<file path="src/rtl/bsg_mem_nr1w_sync_init.sv">
// Multi-read-port, single-write-port synchronous RAM with a bit write mask, selectable
// read-during-write behaviour, registered read outputs and a zero-fill sweep after reset.
module bsg_mem_nr1w_sync_init #(
    // width_p and els_p must be set by every instantiation; the defaults only let the block elaborate standalone
    parameter int width_p           = 8,
    parameter int els_p             = 8,
    parameter int read_ports_p      = 2,
    parameter int rw_mode_p         = 0,
    parameter int latch_last_read_p = 1,
    parameter int init_on_reset_p   = 1,
    parameter int addr_width_lp     = (els_p == 1) ? 1 : $clog2(els_p)
) (
    input  logic                                   clk_i,
    input  logic                                   reset_n_i,
    output logic                                   ready_o,
    input  logic                                   w_v_i,
    input  logic [addr_width_lp-1:0]               w_addr_i,
    input  logic [width_p-1:0]                     w_mask_i,
    input  logic [width_p-1:0]                     w_data_i,
    input  logic [read_ports_p-1:0]                r_v_i,
    input  logic [read_ports_p*addr_width_lp-1:0]  r_addr_i,
    output logic [read_ports_p*width_p-1:0]        r_data_o
);

    typedef enum logic [1:0] {S_RESET, S_INIT, S_READY} state_e;

    localparam logic [addr_width_lp-1:0] last_addr_lp = addr_width_lp'(els_p - 1);

    state_e                   state_q, state_d;
    logic [addr_width_lp-1:0] cnt_q, cnt_d;
    logic [width_p-1:0]       mem_q [els_p];

    logic                     ready;
    logic                     sweep;
    logic [addr_width_lp-1:0] w_idx;
    logic                     w_fire;
    logic [width_p-1:0]       w_old, w_merged;

    always_ff @(posedge clk_i or negedge reset_n_i) begin
        if (!reset_n_i) begin
            state_q <= S_RESET;
            cnt_q   <= '0;
        end else begin
            state_q <= state_d;
            cnt_q   <= cnt_d;
        end
    end

    always_comb begin
        state_d = state_q;
        cnt_d   = cnt_q;
        case (state_q)
            S_RESET: state_d = (init_on_reset_p != 0) ? S_INIT : S_READY;
            S_INIT: begin
                // Counter stops on the last word rather than wrapping
                if (cnt_q == last_addr_lp) state_d = S_READY;
                else                       cnt_d   = cnt_q + 1'b1;
            end
            S_READY: state_d = S_READY;
            default: state_d = S_RESET;
        endcase
    end

    assign ready   = (state_q == S_READY);
    assign sweep   = (state_q == S_INIT);
    assign ready_o = ready;

    // Single-word memories ignore the address bus entirely
    assign w_idx    = (els_p == 1) ? '0 : w_addr_i;
    assign w_fire   = ready && w_v_i && (int'(w_idx) < els_p);
    assign w_old    = (int'(w_idx) < els_p) ? mem_q[w_idx] : '0;
    assign w_merged = (w_old & ~w_mask_i) | (w_data_i & w_mask_i);

    always_ff @(posedge clk_i) begin
        if (sweep)       mem_q[cnt_q] <= '0;
        else if (w_fire) mem_q[w_idx] <= w_merged;
    end

    for (genvar k = 0; k < read_ports_p; k++) begin : g_rd
        logic [addr_width_lp-1:0] ra;
        logic [width_p-1:0]       old_w, rd_w, rq_q, rq_d;

        assign ra = (els_p == 1) ? '0 : r_addr_i[k*addr_width_lp +: addr_width_lp];

        always_comb begin
            old_w = '0;
            if (int'(ra) < els_p) old_w = mem_q[ra];
            rd_w = old_w;
            if (rw_mode_p == 1 && w_fire && w_idx == ra)
                rd_w = (old_w & ~w_mask_i) | (w_data_i & w_mask_i);
            rq_d = rq_q;
            if (ready) begin
                if (r_v_i[k])                    rq_d = rd_w;
                else if (latch_last_read_p == 0) rq_d = '0;
            end
        end

        always_ff @(posedge clk_i or negedge reset_n_i) begin
            if (!reset_n_i) rq_q <= '0;
            else            rq_q <= rq_d;
        end

        assign r_data_o[k*width_p +: width_p] = rq_q;
    end

endmodule

</file>
<file path="config.mk">
export PLATFORM = sky130hd
export DESIGN_NAME = bsg_mem_nr1w_sync_init
export DESIGN_NICKNAME = d
export VERILOG_FILES = /design/src/rtl/bsg_mem_nr1w_sync_init.sv
export SDC_FILE = /design/constraint.sdc
export NUM_CORES = 1
export LEC_CHECK = 0
export BUFFER_PORTS_ARGS = -buffer_cell sky130_fd_sc_hd__buf_2
export CORE_UTILIZATION = 55
export DETAILED_ROUTE_END_ITERATION = 7
export GPL_ROUTABILITY_DRIVEN = 0
export GPL_TIMING_DRIVEN = 0
export PLACE_DENSITY = 0.76
export SETUP_SLACK_MARGIN = 0.5
export SLEW_MARGIN = 10
export SYNTH_ARGS = -nofsm -noshare
export SYNTH_HDL_FRONTEND = slang
export SYNTH_SLANG_ARGS = --single-unit
export TNS_END_PERCENT = 10
</file>
<file path="constraint.sdc">
create_clock -name clk_i -period 5.35 [get_ports clk_i]
set_input_delay 1.07 -clock clk_i [delete_from_list [all_inputs] [get_ports clk_i]]
set_output_delay 1.07 -clock clk_i [all_outputs]
set_load 0.005 [all_outputs]
</file>
==> results.md <==
* Post-CTS Resized at 0
* Ys Warns at 0
* Share of flip-flops with an asynchronous set or reset at 24.7%
* Crit path capture type: flop
* R2r endpoint: mem_q[1][0]
* Pwr/cell area at 272 nW/um^2
* Crit path required time at 5.32 ns
* Placed cell area at 4950 sq um
* Final worst path period share at 56.7%
* Die width at 93.5 microns
* Initial core utilization at 56.3%
* CTS Sinks at 85
* Hold WS at 0.481 ns
* WL/cell at 24.5 microns
* Syn avg cell area at 13.1 sq um
* Slowest-stage cell, CP: nor2_1
* Post-Route WL at 12,600 microns
* Crit-path max FO at 9
* Most used cell, CP: nor2_1
* Share of cells above drive strength 1 at 33.2%
* Main flop type after synthesis: edfxtp_1
* # IOs at 47
* Gr usage total at 29.5%
* Critical Path Sink: mem_q[1][0]
* Post-DRT Antenna Nets at 0
* Antenna cells at 0
* Final Skew at 0.00945 ns
* CTS Buf Count at 9
* Port Buffers at 43
* # hold bufs at CTS at 0
* Drt first pass iters at 5
* Die Ht at 93.5 microns
* DRT iter0 DRCs at 398
* Largest net degree at the start of global routing at 22
* RSZ-0062 raised after global routing: no
* Initial antenna violation count at 0
* Fin. Hold Viols at 0
* Arr. time, crit path at 3.01 ns
* Synthesized flop and latch total at 85
* Dpl ws at 1.95 ns
* LEAKAGE at 0.00204 uW
* Post-synth net total at 386
* Post-layout net count at 440
* Core ar. at 8180 sq um
* Hold/Removal Path Class: reg -> reg
* Peak supply drop at 136 uV
* CP Cell Sequence: buf_2 > nor2_1 > mux2i_1 > nor2_1
* Final Max Slew Viols at 0
* Drt via density at 6.55
* Fmax at 0.330 GHz
* Skew-Pair Late Insertion Delay at 0.35 ns
* Filler instances at 623
* First-pass GRT wire length at 17,800 microns
* EDFF count, synth at 64
* Max cap viols at 0
* DR vias at 3,375
* Rows at 33
* Slowest stage delay, CP at 0.84 ns
* Postcts setup bufs at 0
* Grt ovf at 0
* Sequential share of the synthesized area at 53.1%
* Max-slew headroom at 26.8%
* Critical R2R Launch: state_q[1]
* Worst Setup SP: w_addr_i[2]
* H-tree depth at 3
* Clk pin slew, worst setup/hold paths at 0.07 ns
* Final instance count without filler cells at 515
* Setup TNS at 0 ns
* Unique masters post-synth at 29
* Final instance area at 5140 sq um
* Clock Tree Buf Depth at 2
* Placed insts at 499
* Detailed Place HPWL at 7940 microns
* Startpoint types: input port
* Fin crit period at 3.03 ns
* Slew @ Worst Pin at 1.09 ns
* Area growth syn-to-layout at 11.7%
* Mapped Cells at 351
* R2R cell count at 6
* Final setup violation count at 0
* R2R Setup Slk at 2.65 ns
* CTS root buffer: clkbuf_8
* Startpoint of the worst hold path: g_rd[0].rq_q[0]
* Residual DRC at 0
* Mapped Area at 4610 sq um
* Vias in the first global route at 3,130
* CTS tree: yes
* Crit Path Category: in -> reg
* Status: finished, final reports clean
* Setup ws final at 2.32 ns
* Die ar. at 8740 sq um
[cell usage in the layout (no fill, tap or decap), types with 2 or more instances in the layout]
master and n:
edfxtp_1 64, mux2_2 61, buf_2 46, mux2i_1 36, nand2_1 22, dfrtp_1 21
o22ai_1 16, a22o_1 16, o31ai_1 16, nor2_1 13, inv_1 11, clkbuf_8 10
a21oi_1 9, buf_4 8, a222oi_1 8, a221oi_1 8, nor2b_1 6, buf_1 6
clkbuf_1 5, ha_1 5, mux2_4 4, clkinv_2 4, nand2b_1 3, and2_1 2
buf_6 2, o21ai_0 2
[registers in the layout, indices dropped and copies added, names as in the netlist]
name	count
cnt_q	3
g_rd.rq_q	16
mem_q	64
state_q	2
[final cells by class]
class / instances / area, sq um / area share (%)
clock inverter: 5 / 50.0 / 0.973
tap: 105 / 131 / 2.55
clock buffer: 11 / 141 / 2.75
multi-input combinational: 232 / 1980 / 38.5
buffer: 23 / 135 / 2.63
timing repair buffer: 43 / 215 / 4.18
inverter: 11 / 41.3 / 0.803
sequential: 85 / 2450 / 47.6
[synthesized netlist by cell type (4+ instances only)]
cell type | instances | area share (%)
a21oi_1 | 9 | 0.98
a221oi_1 | 8 | 1.5
a222oi_1 | 8 | 1.7
a22o_1 | 16 | 3.0
buf_1 | 6 | 0.49
buf_4 | 8 | 1.3
clkbuf_1 | 4 | 0.33
dfrtp_1 | 21 | 11
edfxtp_1 | 64 | 42
ha_1 | 5 | 1.4
inv_1 | 11 | 0.90
mux2_2 | 61 | 15
mux2_4 | 4 | 1.3
mux2i_1 | 36 | 7.8
nand2_1 | 22 | 1.8
nor2_1 | 13 | 1.1
nor2b_1 | 6 | 0.82
o22ai_1 | 16 | 2.2
o31ai_1 | 16 | 2.6
[metrics by stage]
step	total power, uW	util (%)
3_5_place_dp	956	60.6
5_1_grt	1440	62.9
2_1_floorplan	882	-
3_3_place_gp	952	60.6
4_1_cts	1400	62.9
6_report	1400	62.9
[how the worst min path moves through the flow]
stage / endpoint / slack (ns) / cells after the start
finish: g_rd[0].rq_q[0] / 0.48 / 2
global route: g_rd[1].rq_q[4] / 0.51 / 2
CTS: g_rd[0].rq_q[0] / 0.49 / 2
detailed placement: g_rd[0].rq_q[4] / 0.47 / 2
global placement: g_rd[0].rq_q[4] / 0.46 / 2
floorplan: g_rd[0].rq_q[0] / 0.47 / 2
[worst max-delay path: cells and delay by family]
kind / cells / cell delay [ns]
muxes: 1 / 0.27
and+or+nand+nor: 2 / 1.55
buffers and inverters: 1 / 0.11
[layer usage]
metal  part of all wire (%)  vias up  track usage (%)
li1                       -     1482                -
met1                     40     1645             39.3
met2                     47      206             46.3
met3                    9.6       42             5.20
met4                    3.5        0             15.1
met5                      0        -                0
[report_power, final]
part / switching, uW / internal, uW / total (uW)
registers: 14.3 / 739 / 754
logic: 110 / 82.7 / 192
clock network: 230 / 226 / 455
total: 354 / 1050 / 1400
[kinds of logic after synthesis]
logic type | count (synthesis) | share of synthesized area [%]
AOI/OAI and AO/OA | 76 | 12.5
xor gates and xnor gates | 1 | 0.190
adders and majority gates | 5 | 1.36
buffers and inverters | 34 | 3.83
DFF | 85 | 53.1
muxes | 102 | 24.3
and+or+nand+nor | 48 | 4.73
(Power assumes the default switching activity.)
